**src/rtl/dec_scrub_pkg.sv**
```systemverilog
// Shared types and default sizes for the DEC memory scrubber.
package dec_scrub_pkg;

  localparam int DEF_CW_W  = 45;  // 32 data + 13 DEC/TED check bits
  localparam int DEF_CNT_W = 16;

  typedef enum logic [2:0] {
    IDLE    = 3'd0,
    RD_REQ  = 3'd1,
    RD_WAIT = 3'd2,
    CHECK   = 3'd3,
    WR_REQ  = 3'd4,
    NEXT    = 3'd5
  } scrub_state_e;

endpackage

```
**src/rtl/dec_scrub_ctrl_sat_counter.sv**
```systemverilog
// Saturating event counter: synchronous clear wins over increment, sticks at all-ones.
module sat_counter #(
  parameter int W = 16
) (
  input  logic         clk_i,
  input  logic         rst_ni,
  input  logic         clr_i,
  input  logic         inc_i,
  output logic [W-1:0] cnt_o
);

  logic [W-1:0] cnt_q, cnt_d;

  // next count: clear, or increment unless already saturated
  always_comb begin
    cnt_d = cnt_q;
    if (clr_i)                   cnt_d = '0;
    else if (inc_i && cnt_q != '1) cnt_d = cnt_q + W'(1);
  end

  // count register
  always_ff @(posedge clk_i or negedge rst_ni) begin
    if (!rst_ni) cnt_q <= '0;
    else         cnt_q <= cnt_d;
  end

  assign cnt_o = cnt_q;

endmodule

```
**src/rtl/dec_scrub_ctrl.sv**
```systemverilog
// DEC memory scrubber: walks every word, reads it through an external
// combinational DEC decoder, writes back corrected words and counts errors.
// Optional SCRUB_ERR_LOG_EN adds ue_addr, the address of the last
// uncorrectable word.
module dec_scrub_ctrl
  import dec_scrub_pkg::*;
#(
  parameter int ADDR_W = 8,
  parameter int CW_W   = DEF_CW_W,
  parameter int CNT_W  = DEF_CNT_W
) (
  input  logic              clk,
  input  logic              rst_n,
  input  logic              start,
  input  logic              stop,
  output logic              mem_req,
  output logic              mem_we,
  output logic [ADDR_W-1:0] mem_addr,
  output logic [CW_W-1:0]   mem_wdata,
  input  logic              mem_gnt,
  input  logic              mem_rvalid,
  input  logic [CW_W-1:0]   mem_rdata,
  output logic [CW_W-1:0]   dec_cw,
  input  logic [CW_W-1:0]   dec_corr,
  input  logic [1:0]        dec_nerr,
  input  logic              dec_ued,
  output logic              busy,
  output logic              done,
  output logic [CNT_W-1:0]  ce_cnt,
  output logic [CNT_W-1:0]  ue_cnt,
`ifdef SCRUB_ERR_LOG_EN
  output logic [ADDR_W-1:0] ue_addr,
`endif
  output logic              irq_ue
);

  scrub_state_e state_q, state_d;

  logic [ADDR_W-1:0] addr_q, addr_d;
  logic [CW_W-1:0]   cw_q, cw_d;
  logic [CW_W-1:0]   wdata_q, wdata_d;
  logic              irq_q, irq_d;

  logic kick, last_word, ue_hit, ce_hit;

  // start only counts from IDLE; a pulse mid-pass is dropped
  assign kick      = (state_q == IDLE) && start;
  assign last_word = (addr_q == {ADDR_W{1'b1}});
  // uncorrectable takes priority over any reported correction
  assign ue_hit    = (state_q == CHECK) && dec_ued;
  assign ce_hit    = (state_q == CHECK) && !dec_ued && (dec_nerr != 2'd0);

  // state register
  always_ff @(posedge clk or negedge rst_n) begin
    if (!rst_n) state_q <= IDLE;
    else        state_q <= state_d;
  end

  // next-state logic; stop is only looked at in NEXT so accesses always finish
  always_comb begin
    state_d = state_q;
    case (state_q)
      IDLE:    if (start)      state_d = RD_REQ;
      RD_REQ:  if (mem_gnt)    state_d = RD_WAIT;
      RD_WAIT: if (mem_rvalid) state_d = CHECK;
      CHECK:   state_d = ce_hit ? WR_REQ : NEXT;
      WR_REQ:  if (mem_gnt)    state_d = NEXT;
      NEXT:    state_d = (last_word || stop) ? IDLE : RD_REQ;
      default: state_d = IDLE;
    endcase
  end

  // outputs decoded from state; request fields come straight from registers
  always_comb begin
    mem_req = 1'b0;
    mem_we  = 1'b0;
    busy    = (state_q != IDLE);
    done    = 1'b0;
    case (state_q)
      RD_REQ:  mem_req = 1'b1;
      WR_REQ:  begin mem_req = 1'b1; mem_we = 1'b1; end
      NEXT:    done = last_word;
      default: ;
    endcase
  end

  // datapath next values: address walk, captured codeword, writeback data, sticky irq
  always_comb begin
    addr_d  = addr_q;
    cw_d    = cw_q;
    wdata_d = wdata_q;
    irq_d   = irq_q;
    if (kick) begin
      addr_d = '0;
      irq_d  = 1'b0;
    end
    if (state_q == RD_WAIT && mem_rvalid)            cw_d    = mem_rdata;
    if (ce_hit)                                       wdata_d = dec_corr;
    if (ue_hit)                                       irq_d   = 1'b1;
    if (state_q == NEXT && !last_word && !stop)       addr_d  = addr_q + ADDR_W'(1);
  end

  // datapath registers
  always_ff @(posedge clk or negedge rst_n) begin
    if (!rst_n) begin
      addr_q  <= '0;
      cw_q    <= '0;
      wdata_q <= '0;
      irq_q   <= 1'b0;
    end else begin
      addr_q  <= addr_d;
      cw_q    <= cw_d;
      wdata_q <= wdata_d;
      irq_q   <= irq_d;
    end
  end

  assign mem_addr  = addr_q;
  assign mem_wdata = wdata_q;
  assign dec_cw    = cw_q;
  assign irq_ue    = irq_q;

`ifdef SCRUB_ERR_LOG_EN
  logic [ADDR_W-1:0] ue_addr_q, ue_addr_d;

  // remember where the most recent uncorrectable word lives
  always_comb begin
    ue_addr_d = ue_addr_q;
    if (kick)   ue_addr_d = '0;
    if (ue_hit) ue_addr_d = addr_q;
  end

  // error-log register
  always_ff @(posedge clk or negedge rst_n) begin
    if (!rst_n) ue_addr_q <= '0;
    else        ue_addr_q <= ue_addr_d;
  end

  assign ue_addr = ue_addr_q;
`endif

  sat_counter #(.W(CNT_W)) u_ce_cnt (
    .clk_i (clk),
    .rst_ni(rst_n),
    .clr_i (kick),
    .inc_i (ce_hit),
    .cnt_o (ce_cnt)
  );

  sat_counter #(.W(CNT_W)) u_ue_cnt (
    .clk_i (clk),
    .rst_ni(rst_n),
    .clr_i (kick),
    .inc_i (ue_hit),
    .cnt_o (ue_cnt)
  );

endmodule

```
**config.mk**
```make
export PLATFORM = sky130hd
export DESIGN_NAME = dec_scrub_ctrl
export DESIGN_NICKNAME = d
export VERILOG_FILES = /design/src/rtl/dec_scrub_pkg.sv /design/src/rtl/dec_scrub_ctrl_sat_counter.sv /design/src/rtl/dec_scrub_ctrl.sv
export SDC_FILE = /design/constraint.sdc
export NUM_CORES = 1
export LEC_CHECK = 0
export ABC_AREA = 1
export CAP_MARGIN = 30
export CORE_ASPECT_RATIO = 1.4
export CORE_MARGIN = 2
export CORE_UTILIZATION = 30
export CTS_BUF_LIST = sky130_fd_sc_hd__clkbuf_16
export CTS_CLUSTER_DIAMETER = 120
export CTS_CLUSTER_SIZE = 30
export DETAILED_ROUTE_END_ITERATION = 8
export PLACE_DENSITY = 0.55
export SYNTH_ARGS = -nofsm -noshare
export SYNTH_HDL_FRONTEND = slang
export SYNTH_SLANG_ARGS = --single-unit
```
**constraint.sdc**
```tcl
create_clock -name clk -period 3.2 [get_ports clk]
set_input_delay 0.32 -clock clk [delete_from_list [all_inputs] [get_ports clk]]
set_output_delay 0.32 -clock clk [all_outputs]
set_load 0.1 [all_outputs]
```
==> report_table.html, run 1 <==
<table>
<tr><th>Metric</th><th>Value</th></tr>
<tr><th colspan="2">Clocking</th></tr>
<tr><td>CTS clock-pin slew for the worst setup and hold paths</td><td>0.06 ns</td></tr>
<tr><td>Clock sinks</td><td>134</td></tr>
<tr><td>Clock tree from TritonCTS</td><td>yes</td></tr>
<tr><td>Hold-fix buffers, CTS</td><td>1</td></tr>
<tr><td>Clock latency of the later-clocked register in the worst-skew pair</td><td>0.43 ns</td></tr>
<tr><td>Root buffer cell</td><td>clkbuf_16</td></tr>
<tr><td>Number of resized instances in the post-cts repair step</td><td>0</td></tr>
<tr><td>H-tree lvl count</td><td>4</td></tr>
<tr><td>Number of post-CTS setup repair buffers</td><td>0</td></tr>
<tr><td>Maximum root-to-sink buffer count</td><td>2</td></tr>
<tr><td>Num CTS Buffers</td><td>17</td></tr>
<tr><th colspan="2">Timing</th></tr>
<tr><td>Tightest Pin Transition</td><td>1.03 ns</td></tr>
<tr><td>Clock period minus final worst setup slack</td><td>2.38 ns</td></tr>
<tr><td>Number of failing setup endpoints in the final timing report</td><td>0</td></tr>
<tr><td>Max-slew violation count</td><td>0</td></tr>
<tr><td>Tcrit/Tclk final</td><td>0.745</td></tr>
<tr><td>Slew HR</td><td>0.309</td></tr>
<tr><td>Final hold violations</td><td>0</td></tr>
<tr><td>Max Clock Skew</td><td>0.0101 ns</td></tr>
<tr><td>Total negative slack for setup checks</td><td>0 ns</td></tr>
<tr><td>Achievable frequency</td><td>420 MHz</td></tr>
<tr><td>Setup repair after global routing missed its margin</td><td>false</td></tr>
<tr><th colspan="2">Finish</th></tr>
<tr><td>Post-layout nets</td><td>1103</td></tr>
<tr><td>Non-filler cells in the finished layout</td><td>1269</td></tr>
<tr><td>Ant. Diodes</td><td>0</td></tr>
<tr><td>Synthesis-to-layout area growth</td><td>51.6%</td></tr>
<tr><td>Area of the multi-input gates</td><td>2370 µm²</td></tr>
<tr><td>Filler cells</td><td>2072</td></tr>
<tr><td>Final design instance area without fill</td><td>9340 µm²</td></tr>
<tr><td>Register Area</td><td>3350 µm²</td></tr>
<tr><td>Fraction of final layout cells with drive strength greater than 1</td><td>0.0711</td></tr>
<tr><th colspan="2">Floorplan</th></tr>
<tr><td>Die outline height</td><td>174 µm</td></tr>
<tr><td>Core box area</td><td>20300 µm²</td></tr>
<tr><td>Starting Density</td><td>0.303</td></tr>
<tr><td>Row cnt</td><td>62</td></tr>
<tr><td>Chip width</td><td>125 µm</td></tr>
<tr><td>DIE AREA</td><td>21700 µm²</td></tr>
<tr><td>Total I/O pin count</td><td>234</td></tr>
<tr><th colspan="2">Worst setup path</th></tr>
<tr><td>Standard cell with the maximum stage delay on the critical path</td><td>clkdlybuf4s50_1</td></tr>
<tr><td>Kind of critical path</td><td>flop to output pin</td></tr>
<tr><td>Worst endpoint data arrival time</td><td>2.06 ns</td></tr>
<tr><td>Required time of the critical path</td><td>2.88 ns</td></tr>
<tr><td>Capturing element type of the critical path</td><td>output pin</td></tr>
<tr><td>Setup crit start kind</td><td>flop</td></tr>
<tr><td>Family with the most delay on the worst path</td><td>buffers and inverters</td></tr>
<tr><td>Crit-path max cell delay</td><td>1.18 ns</td></tr>
<tr><td>Largest driver fanout on the critical path</td><td>6</td></tr>
<tr><td>WP buf/inv</td><td>1</td></tr>
<tr><td>Ordered list of cells on the worst path</td><td>clkdlybuf4s50_1</td></tr>
<tr><th colspan="2">Global route</th></tr>
<tr><td>Maximum number of pins on one net before global-route repair</td><td>91</td></tr>
<tr><td>Total grt overflow</td><td>0</td></tr>
<tr><td>Number of global-route vias before repair</td><td>5580</td></tr>
<tr><td>Wire length of the first global-routing pass</td><td>29500 µm</td></tr>
<tr><td>GR Util All Layers</td><td>0.171</td></tr>
<tr><td>Initial antenna violation count</td><td>0</td></tr>
<tr><th colspan="2">Synthesis</th></tr>
<tr><td>Mean post-synth cell area</td><td>8.02 µm²</td></tr>
<tr><td>Syn_nets</td><td>870</td></tr>
<tr><td>Post-Syn Instances</td><td>768</td></tr>
<tr><td>Cell types with the largest area share after synthesis</td><td>dfrtp_1 (54%), nand2_1 (20%), inv_1 (4.4%), o21ai_0 (4.2%), nor2_1 (3.2%)</td></tr>
<tr><td>Count of synthesis-stage warnings from yosys</td><td>0</td></tr>
<tr><td>Distinct cell type count after synthesis</td><td>26</td></tr>
<tr><td>Post-synthesis sequential area ratio</td><td>0.544</td></tr>
<tr><td>Area share of the largest cell type after synthesis</td><td>0.544</td></tr>
<tr><td>Post-synthesis instance area</td><td>6160 µm²</td></tr>
<tr><td>Post-synth top area cell</td><td>dfrtp_1</td></tr>
<tr><td>Number of synthesized register bits</td><td>134</td></tr>
<tr><th colspan="2">Placement</th></tr>
<tr><td>Dpl cells</td><td>1236</td></tr>
<tr><td>Count of buffers from port buffering</td><td>233</td></tr>
<tr><td>Final weighted congestion in routability-driven placement</td><td>0.834</td></tr>
<tr><td>Post-DP HPWL</td><td>12900 µm</td></tr>
<tr><td>Area after detailed placement</td><td>8670 µm²</td></tr>
<tr><th colspan="2">Routing</th></tr>
<tr><td>DRC errors left</td><td>0</td></tr>
<tr><td>Post-route ant nets</td><td>0</td></tr>
<tr><td>Total number of vias</td><td>5633</td></tr>
<tr><td>Detailed-routing iteration count for the pre-antenna-repair pass</td><td>4</td></tr>
<tr><td>First-iteration detailed-routing DRC count</td><td>260</td></tr>
<tr><td>DR WL/cell</td><td>14.3 µm</td></tr>
<tr><td>Wirelength, routed</td><td>18100 µm</td></tr>
<tr><td>Vias per std cell</td><td>4.44</td></tr>
<tr><th colspan="2">Min path</th></tr>
<tr><td>Type of the most critical hold path</td><td>input port to flop</td></tr>
<tr><th colspan="2">Run status</th></tr>
<tr><td>Run status</td><td>completed</td></tr>
<tr><th colspan="2">Job</th></tr>
<tr><td>Max Cap Viol</td><td>0</td></tr>
</table>
## synth_stat cells, drive strengths merged
| master | n |
|---|---|
| nand4 | 24 |
| xnor2 | 2 |
| or2 | 4 |
| clkbuf | 4 |
| buf | 24 |
| nor4 | 1 |
| xor2 | 11 |
| inv | 75 |
| o21bai | 7 |
| nand3 | 33 |
| a21oi | 4 |
| nor3 | 1 |
| nand2 | 322 |
| nor2 | 58 |
| dfrtp | 134 |
| ha | 3 |
| o21ai | 61 |
## layout by cell type, fill, tap and decap left out, types with 2 or more instances in the layout
| cell | instances |
|---|---|
| clkinvlp_4 | 2 |
| clkbuf_16 | 17 |
| o21ai_0 | 52 |
| bufinv_16 | 4 |
| buf_4 | 21 |
| or2_2 | 4 |
| inv_1 | 72 |
| a21oi_1 | 4 |
| inv_6 | 2 |
| dfrtp_1 | 134 |
| nor2_2 | 5 |
| xor2_1 | 11 |
| nand2_1 | 319 |
| o21ai_1 | 8 |
| nor2_4 | 2 |
| nand3_1 | 33 |
| ha_1 | 3 |
| clkinv_4 | 5 |
| nand2_2 | 3 |
| nor2_1 | 51 |
| clkdlybuf4s50_1 | 218 |
| xnor2_1 | 2 |
| o21bai_1 | 7 |
| nand4_1 | 24 |
| inv_2 | 3 |
## path summary, 6_finish.rpt
check	from	endpoint	slack (ns)	depth (start not counted)
setup / recovery	u_ue_cnt.cnt_o[8]$_DFFE_PN0P_	ue_cnt[8]	0.82	1
hold / removal	dec_corr[1]	mem_wdata[1]$_DFFE_PN0P_	0.43	3
setup reg to reg	u_ue_cnt.cnt_o[0]$_DFFE_PN0P_	u_ue_cnt.cnt_o[12]$_DFFE_PN0P_	1.19	8
hold reg to reg	mem_wdata[11]$_DFFE_PN0P_	mem_wdata[11]$_DFFE_PN0P_	0.48	2
max in group asynchronous	rst_n	dec_cw[0]$_DFFE_PN0P_	1.85	3
min in group asynchronous	rst_n	dec_cw[16]$_DFFE_PN0P_	0.48	2
## metal layers
| metal | share of wire | GRT usage |
|---|---|---|
| met5 | 0 | 0 |
| met4 | 0.023 | 0.0653 |
| met3 | 0.070 | 0.0617 |
| met2 | 0.50 | 0.293 |
| met1 | 0.41 | 0.194 |
## state kept, by name, indices dropped and copies added, names as in the netlist
| register | count |
|---|---|
| u_ue_cnt.cnt_o | 16 |
| irq_ue | 1 |
| state_q | 3 |
| mem_addr | 8 |
| dec_cw | 45 |
| mem_wdata | 45 |
| u_ce_cnt.cnt_o | 16 |
## logic make-up (layout without fill, tap and decap cells)
family / after synthesis / after routing / synth area share
flip-flops: 134 / 134 / 0.544
AO/OA/AOI/OAI: 72 / 72 / 0.0632
buffers and inverters: 103 / 348 / 0.0717
adder cells (fa/ha/maj): 3 / 3 / 0.00610
AND/OR/NAND/NOR: 443 / 443 / 0.296
XOR/XNOR: 13 / 13 / 0.0185
## stage by stage
| stage | hold slack [ns] | utilization | setup WS (ns) |
|---|---|---|---|
| 3_5_place_dp | 0.397 | 0.427 | 1.10 |
| 6_report | 0.425 | 0.459 | 0.817 |
| 4_1_cts | 0.407 | 0.458 | 0.789 |
| 3_3_place_gp | 0.403 | 0.427 | 1.14 |
| 2_1_floorplan | 0.0244 | - | 0.307 |
| 5_1_grt | 0.423 | 0.459 | 0.631 |
## area by class of cell
type | instances | area share
inverters | 75 | 0.0301
clock inverters | 14 | 0.0214
well taps | 256 | 0.0343
repair buffers | 242 | 0.256
flip-flops and latches | 134 | 0.359
multi-input cells | 531 | 0.254
clock buffers | 17 | 0.0456
Power of run 1 is not shown: default switching activity piles up to over one toggle a cycle in this logic, so the estimate is an artifact.
==> run 2: changes to the inputs <==
--- a/config.mk
+++ b/config.mk
@@ -14,7 +14,7 @@
 export CTS_CLUSTER_DIAMETER = 120
 export CTS_CLUSTER_SIZE = 30
 export DETAILED_ROUTE_END_ITERATION = 8
-export PLACE_DENSITY = 0.55
+export PLACE_DENSITY = 0.57
 export SYNTH_ARGS = -nofsm -noshare
 export SYNTH_HDL_FRONTEND = slang
 export SYNTH_SLANG_ARGS = --single-unit
==> constraint.sdc (replaced) <==
create_clock -name clk -period 2.1 [get_ports clk]
set_input_delay 0.21 -clock clk [delete_from_list [all_inputs] [get_ports clk]]
set_output_delay 0.21 -clock clk [all_outputs]
set_load 0.1 [all_outputs]
==> report_table.html, run 2 (synthesis results as in run 1) <==
<table>
<tr><th>Metric</th><th>Value</th></tr>
<tr><th colspan="2">Timing</th></tr>
<tr><td>Final hold violations</td><td>0 (unchanged)</td></tr>
<tr><td>Number of failing setup endpoints in the final timing report</td><td>0 (unchanged)</td></tr>
<tr><td>Slew HR</td><td>0.664 (was 0.309)</td></tr>
<tr><td>Worst hold margin</td><td>0.316 ns (was 0.425 ns)</td></tr>
<tr><td>Tightest Pin Transition</td><td>0.504 ns (was 1.03 ns)</td></tr>
<tr><td>Max Clock Skew</td><td>0.0154 ns (was 0.0101 ns)</td></tr>
<tr><td>Tcrit/Tclk final</td><td>0.992</td></tr>
<tr><td>Setup repair after global routing missed its margin</td><td>true (was false)</td></tr>
<tr><td>Clock period minus final worst setup slack</td><td>2.08 ns</td></tr>
<tr><td>Achievable frequency</td><td>480 MHz</td></tr>
<tr><td>Max-slew violation count</td><td>0 (unchanged)</td></tr>
<tr><th colspan="2">Placement</th></tr>
<tr><td>Dpl cells</td><td>1237 (was 1236)</td></tr>
<tr><td>Final weighted congestion in routability-driven placement</td><td>0.801 (was 0.834)</td></tr>
<tr><td>Count of buffers from port buffering</td><td>233 (unchanged)</td></tr>
<tr><td>Area after detailed placement</td><td>8510 µm² (was 8670 µm²)</td></tr>
<tr><td>Post-DP HPWL</td><td>12900 µm (about the same)</td></tr>
<tr><th colspan="2">Clocking</th></tr>
<tr><td>Clock sinks</td><td>134 (unchanged)</td></tr>
<tr><td>Num CTS Buffers</td><td>17 (unchanged)</td></tr>
<tr><td>Clock latency of the later-clocked register in the worst-skew pair</td><td>0.42 ns (was 0.43 ns)</td></tr>
<tr><td>Root buffer cell</td><td>clkbuf_16 (unchanged)</td></tr>
<tr><td>H-tree lvl count</td><td>4 (unchanged)</td></tr>
<tr><td>CTS clock-pin slew for the worst setup and hold paths</td><td>0.06 ns (about the same)</td></tr>
<tr><td>Clock tree from TritonCTS</td><td>yes (unchanged)</td></tr>
<tr><td>Maximum root-to-sink buffer count</td><td>2 (unchanged)</td></tr>
<tr><th colspan="2">Global route</th></tr>
<tr><td>Maximum number of pins on one net before global-route repair</td><td>91 (unchanged)</td></tr>
<tr><td>GR Util All Layers</td><td>0.171 (about the same)</td></tr>
<tr><td>Initial antenna violation count</td><td>1 (was 0)</td></tr>
<tr><td>Number of global-route vias before repair</td><td>5659 (was 5580)</td></tr>
<tr><td>Wire length of the first global-routing pass</td><td>29500 µm (about the same)</td></tr>
<tr><td>Total grt overflow</td><td>0 (unchanged)</td></tr>
<tr><th colspan="2">Routing</th></tr>
<tr><td>Wirelength, routed</td><td>18100 µm (about the same)</td></tr>
<tr><td>Detailed-routing iteration count for the pre-antenna-repair pass</td><td>4 (unchanged)</td></tr>
<tr><td>DR WL/cell</td><td>14.3 µm (about the same)</td></tr>
<tr><td>Post-route ant nets</td><td>0 (unchanged)</td></tr>
<tr><td>First-iteration detailed-routing DRC count</td><td>307 (was 260)</td></tr>
<tr><td>Vias per std cell</td><td>4.43 (was 4.44)</td></tr>
<tr><td>Total number of vias</td><td>5632 (was 5633)</td></tr>
<tr><td>DRC errors left</td><td>0 (unchanged)</td></tr>
<tr><th colspan="2">Worst setup path</th></tr>
<tr><td>Kind of critical path</td><td>flop to output pin (unchanged)</td></tr>
<tr><td>Register-to-register setup slack</td><td>0.24 ns (was 1.19 ns)</td></tr>
<tr><td>Largest driver fanout on the critical path</td><td>5 (was 6)</td></tr>
<tr><td>Required time of the critical path</td><td>1.89 ns (was 2.88 ns)</td></tr>
<tr><td>Setup crit start kind</td><td>flop (unchanged)</td></tr>
<tr><td>Capturing element type of the critical path</td><td>output pin (unchanged)</td></tr>
<tr><td>Standard cell with the maximum stage delay on the critical path</td><td>dfrtp_4 (was clkdlybuf4s50_1)</td></tr>
<tr><td>Crit-path max cell delay</td><td>0.44 ns (was 1.18 ns)</td></tr>
<tr><td>Ordered list of cells on the worst path</td><td>ha_2, nand3_2, nor3_4, nand2_2, nor2_4, buf_12 (was clkdlybuf4s50_1)</td></tr>
<tr><td>Worst endpoint data arrival time</td><td>1.87 ns (was 2.06 ns)</td></tr>
<tr><th colspan="2">Finish</th></tr>
<tr><td>Non-filler cells in the finished layout</td><td>1272 (was 1269)</td></tr>
<tr><td>Most frequent standard cell in the layout excluding fill and tap cells</td><td>nand2_1 (unchanged)</td></tr>
<tr><td>Top library cells by usage in the layout, fill and taps aside</td><td>nand2_1 (317), buf_4 (136), dfrtp_1 (121), clkdlybuf4s50_1 (97), inv_1 (72) (was nand2_1 (319), clkdlybuf4s50_1 (218), dfrtp_1 (134), inv_1 (72), o21ai_0 (52))</td></tr>
<tr><td>Synthesis-to-layout area growth</td><td>48.8% (was 51.6%)</td></tr>
<tr><td>Final design instance area without fill</td><td>9170 µm² (was 9340 µm²)</td></tr>
<tr><td>Fraction of final layout cells with drive strength greater than 1</td><td>0.211 (was 0.0711)</td></tr>
<tr><td>Post-layout nets</td><td>1104 (was 1103)</td></tr>
<tr><th colspan="2">Floorplan</th></tr>
<tr><td>Starting Density</td><td>0.303 (unchanged)</td></tr>
<tr><td>Row cnt</td><td>62 (unchanged)</td></tr>
<tr><td>DIE AREA</td><td>21700 µm² (unchanged)</td></tr>
<tr><td>Core box area</td><td>20300 µm² (unchanged)</td></tr>
<tr><td>Die outline height</td><td>174 µm (unchanged)</td></tr>
<tr><td>Chip width</td><td>125 µm (unchanged)</td></tr>
<tr><td>Total I/O pin count</td><td>234 (unchanged)</td></tr>
<tr><th colspan="2">Run status</th></tr>
<tr><td>Run status</td><td>completed (unchanged)</td></tr>
<tr><th colspan="2">Job</th></tr>
<tr><td>Max Cap Viol</td><td>0 (unchanged)</td></tr>
<tr><th colspan="2">Min path</th></tr>
<tr><td>Type of the most critical hold path</td><td>input port to asynchronous set/reset pin (was input port to flop)</td></tr>
</table>
[run 2: routing by layer]
layer | vias to the layer above | part of all wire | GRT usage
met5 | - | 0 | 0
met4 | 0 | 0.021 | 0.0597
met3 | 20 | 0.065 | 0.0515
met2 | 168 | 0.51 | 0.303
met1 | 2578 | 0.40 | 0.195
li1 | 2866 | - | -
[run 2: final timing paths]
kind | startpoint | to | cells past startpoint
setup reg to reg | u_ue_cnt.cnt_o[1]$_DFFE_PN0P_ | u_ue_cnt.cnt_o[6]$_DFFE_PN0P_ | 9
hold reg to reg | mem_wdata[6]$_DFFE_PN0P_ | mem_wdata[6]$_DFFE_PN0P_ | 2
hold / removal | rst_n | u_ue_cnt.cnt_o[9]$_DFFE_PN0P_ | 2
max in group asynchronous | rst_n | mem_addr[5]$_DFFE_PN0P_ | 3
min in group clk | dec_corr[29] | mem_wdata[29]$_DFFE_PN0P_ | 3
setup / recovery | mem_addr[0]$_DFFE_PN0P_ | done | 6
[run 2: metrics by stage]
step           utilization  setup TNS (ns)  worst slack (ns)
6_report             0.451               0            0.0166
5_1_grt              0.451         -0.0784           -0.0784
4_1_cts              0.450               0            0.0309
3_5_place_dp         0.419               0             0.139
3_3_place_gp         0.419               0             0.114
2_1_floorplan            -               0            0.0135
[run 2: cell type report]
type / count / area, µm²
Multi-Input combinational cell: 531 / 2400
Inverter: 75 / 282
Clock inverter: 15 / 189
Fill cell: 2085 / 11200
Antenna cell: 1 / 2.50
Timing Repair Buffer: 243 / 2170
Tap cell: 256 / 320
Sequential cell: 134 / 3370
Clock buffer: 17 / 425
[run 2: critical path, delay by kind of cell, from the launching register on]
kind          cells  cell delay [ns]
fa+ha+maj         1             0.21
buf+inv           1             0.18
simple gates      4             0.62
flops             1             0.44
[run 2: timing repair]
item,in CTS,in global routing
endpoints found under the setup margin,1,13
endpoints found under the hold margin,39,0
gates resized for setup,1,5
pin swaps,0,1
setup buffers,0,1
hold buffers,1,0
Power of run 2 is left out for the same reason.
==> run 3: changes to the inputs <==
--- a/config.mk
+++ b/config.mk
@@ -8,7 +8,7 @@
 export ABC_AREA = 1
 export CAP_MARGIN = 30
 export CORE_ASPECT_RATIO = 1.4
-export CORE_MARGIN = 2
+export CORE_MARGIN = 8
 export CORE_UTILIZATION = 30
 export CTS_BUF_LIST = sky130_fd_sc_hd__clkbuf_16
 export CTS_CLUSTER_DIAMETER = 120
==> report_table.html, run 3 (synthesis results as in run 1) <==
<table>
<tr><th>Metric</th><th>Value</th></tr>
<tr><th colspan="2">Routing</th></tr>
<tr><td>First-iteration detailed-routing DRC count</td><td>237 (was 307)</td></tr>
<tr><td>Total number of vias</td><td>5619 (was 5632)</td></tr>
<tr><td>Detailed-routing iteration count for the pre-antenna-repair pass</td><td>5 (was 4)</td></tr>
<tr><td>Vias per std cell</td><td>4.41 (was 4.43)</td></tr>
<tr><td>Wirelength, routed</td><td>19100 µm (was 18100 µm)</td></tr>
<tr><td>DRC errors left</td><td>0 (unchanged)</td></tr>
<tr><td>DR WL/cell</td><td>15.0 µm (was 14.3 µm)</td></tr>
<tr><td>Post-route ant nets</td><td>0 (unchanged)</td></tr>
<tr><th colspan="2">Timing</th></tr>
<tr><td>Clock period minus final worst setup slack</td><td>2.00 ns (was 2.08 ns)</td></tr>
<tr><td>Slew HR</td><td>0.642 (was 0.664)</td></tr>
<tr><td>Max Clock Skew</td><td>0.00619 ns (was 0.0154 ns)</td></tr>
<tr><td>Tightest Pin Transition</td><td>0.536 ns (was 0.504 ns)</td></tr>
<tr><td>Achievable frequency</td><td>500 MHz (was 480 MHz)</td></tr>
<tr><td>Tcrit/Tclk final</td><td>0.953 (was 0.992)</td></tr>
<tr><td>Number of failing setup endpoints in the final timing report</td><td>0 (unchanged)</td></tr>
<tr><td>Final hold violations</td><td>0 (unchanged)</td></tr>
<tr><td>Worst hold margin</td><td>0.274 ns (was 0.316 ns)</td></tr>
<tr><td>Max-slew violation count</td><td>0 (unchanged)</td></tr>
<tr><th colspan="2">Worst setup path</th></tr>
<tr><td>Setup crit start kind</td><td>flop (unchanged)</td></tr>
<tr><td>Largest driver fanout on the critical path</td><td>5 (unchanged)</td></tr>
<tr><td>Required time of the critical path</td><td>1.89 ns (about the same)</td></tr>
<tr><td>Capturing element type of the critical path</td><td>output pin (unchanged)</td></tr>
<tr><td>Worst endpoint data arrival time</td><td>1.79 ns (was 1.87 ns)</td></tr>
<tr><td>Kind of critical path</td><td>flop to output pin (unchanged)</td></tr>
<tr><th colspan="2">Global route</th></tr>
<tr><td>Number of global-route vias before repair</td><td>5801 (was 5659)</td></tr>
<tr><td>GR Util All Layers</td><td>0.157 (was 0.171)</td></tr>
<tr><td>Initial antenna violation count</td><td>0 (was 1)</td></tr>
<tr><td>Maximum number of pins on one net before global-route repair</td><td>91 (unchanged)</td></tr>
<tr><td>Total grt overflow</td><td>0 (unchanged)</td></tr>
<tr><td>Wire length of the first global-routing pass</td><td>30900 µm (was 29500 µm)</td></tr>
<tr><th colspan="2">Finish</th></tr>
<tr><td>Most frequent standard cell in the layout excluding fill and tap cells</td><td>nand2_1 (unchanged)</td></tr>
<tr><td>Post-layout nets</td><td>1108 (was 1104)</td></tr>
<tr><td>Fraction of final layout cells with drive strength greater than 1</td><td>0.213 (was 0.211)</td></tr>
<tr><td>Ant. Diodes</td><td>0 (was 1)</td></tr>
<tr><td>Filler cells</td><td>2030 (was 2085)</td></tr>
<tr><td>Synthesis-to-layout area growth</td><td>48.5% (was 48.8%)</td></tr>
<tr><td>Top library cells by usage in the layout, fill and taps aside</td><td>nand2_1 (317), buf_4 (140), dfrtp_1 (121), clkdlybuf4s50_1 (97), inv_1 (73) (was nand2_1 (317), buf_4 (136), dfrtp_1 (121), clkdlybuf4s50_1 (97), inv_1 (72))</td></tr>
<tr><th colspan="2">Floorplan</th></tr>
<tr><td>Starting Density</td><td>0.303 (unchanged)</td></tr>
<tr><td>DIE AREA</td><td>25400 µm² (was 21700 µm²)</td></tr>
<tr><td>Die outline height</td><td>186 µm (was 174 µm)</td></tr>
<tr><td>Chip width</td><td>137 µm (was 125 µm)</td></tr>
<tr><td>Row cnt</td><td>62 (unchanged)</td></tr>
<tr><td>Total I/O pin count</td><td>234 (unchanged)</td></tr>
<tr><td>Core box area</td><td>20300 µm² (unchanged)</td></tr>
<tr><th colspan="2">Clocking</th></tr>
<tr><td>Clock latency of the later-clocked register in the worst-skew pair</td><td>0.42 ns (about the same)</td></tr>
<tr><td>H-tree lvl count</td><td>4 (unchanged)</td></tr>
<tr><td>Maximum root-to-sink buffer count</td><td>2 (unchanged)</td></tr>
<tr><td>Num CTS Buffers</td><td>17 (unchanged)</td></tr>
<tr><td>Root buffer cell</td><td>clkbuf_16 (unchanged)</td></tr>
<tr><td>Clock sinks</td><td>134 (unchanged)</td></tr>
<tr><td>CTS clock-pin slew for the worst setup and hold paths</td><td>0.06 ns (about the same)</td></tr>
<tr><td>Clock tree from TritonCTS</td><td>yes (unchanged)</td></tr>
<tr><th colspan="2">Job</th></tr>
<tr><td>Max Cap Viol</td><td>0 (unchanged)</td></tr>
<tr><th colspan="2">Run status</th></tr>
<tr><td>Run status</td><td>completed (unchanged)</td></tr>
<tr><th colspan="2">Placement</th></tr>
<tr><td>Count of buffers from port buffering</td><td>233 (unchanged)</td></tr>
<tr><td>Final weighted congestion in routability-driven placement</td><td>0.795 (was 0.801)</td></tr>
<tr><td>Post-DP HPWL</td><td>14400 µm (was 12900 µm)</td></tr>
<tr><th colspan="2">Min path</th></tr>
<tr><td>Type of the most critical hold path</td><td>input port to asynchronous set/reset pin (unchanged)</td></tr>
</table>
[run 3: cell types whose count changed in the layout (fill, tap and decap cells not counted)]
cell and change:
buf_4 +4, bufinv_16 -1, clkinv_1 -1, clkinv_2 +4
clkinv_4 -2, clkinvlp_4 +3, diode_2 -1, inv_1 +1
inv_6 -4, inv_8 -1
[run 3: layout make-up]
type | count | area [µm²] | share of cell area
Tap cell | 256 | 320 | 0.0350
Inverter | 75 | 282 | 0.0308
Timing Repair Buffer | 247 | 2200 | 0.241
Clock inverter | 14 | 138 | 0.0151
Clock buffer | 17 | 425 | 0.0465
Multi-Input combinational cell | 531 | 2400 | 0.262
Sequential cell | 134 | 3370 | 0.369
[run 3: per-layer routing]
| metal | vias up | routed length [µm] | part of all wire | track usage |
|---|---|---|---|---|
| li1 | 2872 | - | - | - |
| met1 | 2568 | 7400 | 0.39 | 0.172 |
| met2 | 157 | 9670 | 0.51 | 0.267 |
| met3 | 22 | 1680 | 0.088 | 0.0667 |
| met4 | 0 | 338 | 0.018 | 0.0567 |
| met5 | - | 0 | 0 | 0 |
[run 3: through the flow]
step	instance area, µm²	setup TNS [ns]	std cells	setup slack (ns)	utilization
6_report	9140	0	1274	0.0987	0.450
5_1_grt	9140	-0.00217	1274	-0.00217	0.450
4_1_cts	9110	0	1272	0.000259	0.448
3_5_place_dp	8530	0	1240	0.0651	0.420
3_3_place_gp	8530	0	1240	0.128	0.420
2_1_floorplan	6190	0	768	0.0135	-
[run 3: worst max-delay path, stage by stage (launching register included)]
cell and delay, ns:
dfrtp_4 0.43, ha_2 0.19, nand3_2 0.10, nor3_4 0.23, nand2_2 0.11, nor2_4 0.12, buf_12 0.18
[run 3: repair_timing]
action / in CTS / in global routing
pin swaps: 0 / 3
setup buffers: 0 / 2
hold endpoints to repair: 36 / 0
hold buffers: 1 / 0
endpoints found under the setup margin: 1 / 13
resized for setup: 1 / 5
[run 3: final timing paths]
| path | startpoint | endpoint | slack [ns] | depth (start not counted) |
|---|---|---|---|---|
| worst max-delay path | mem_addr[0]$_DFFE_PN0P_ | done | 0.1 | 6 |
| worst min-delay path | rst_n | u_ue_cnt.cnt_o[13]$_DFFE_PN0P_ | 0.27 | 2 |
| worst max register to register | u_ue_cnt.cnt_o[1]$_DFFE_PN0P_ | u_ue_cnt.cnt_o[14]$_DFFE_PN0P_ | 0.27 | 9 |
| worst min register to register | irq_ue$_DFFE_PN0P_ | irq_ue$_DFFE_PN0P_ | 0.48 | 2 |
| max in group asynchronous | rst_n | mem_addr[5]$_DFFE_PN0P_ | 1.07 | 3 |
| min in group clk | dec_corr[41] | mem_wdata[41]$_DFFE_PN0P_ | 0.32 | 3 |
Power of run 3 is left out for the same reason.
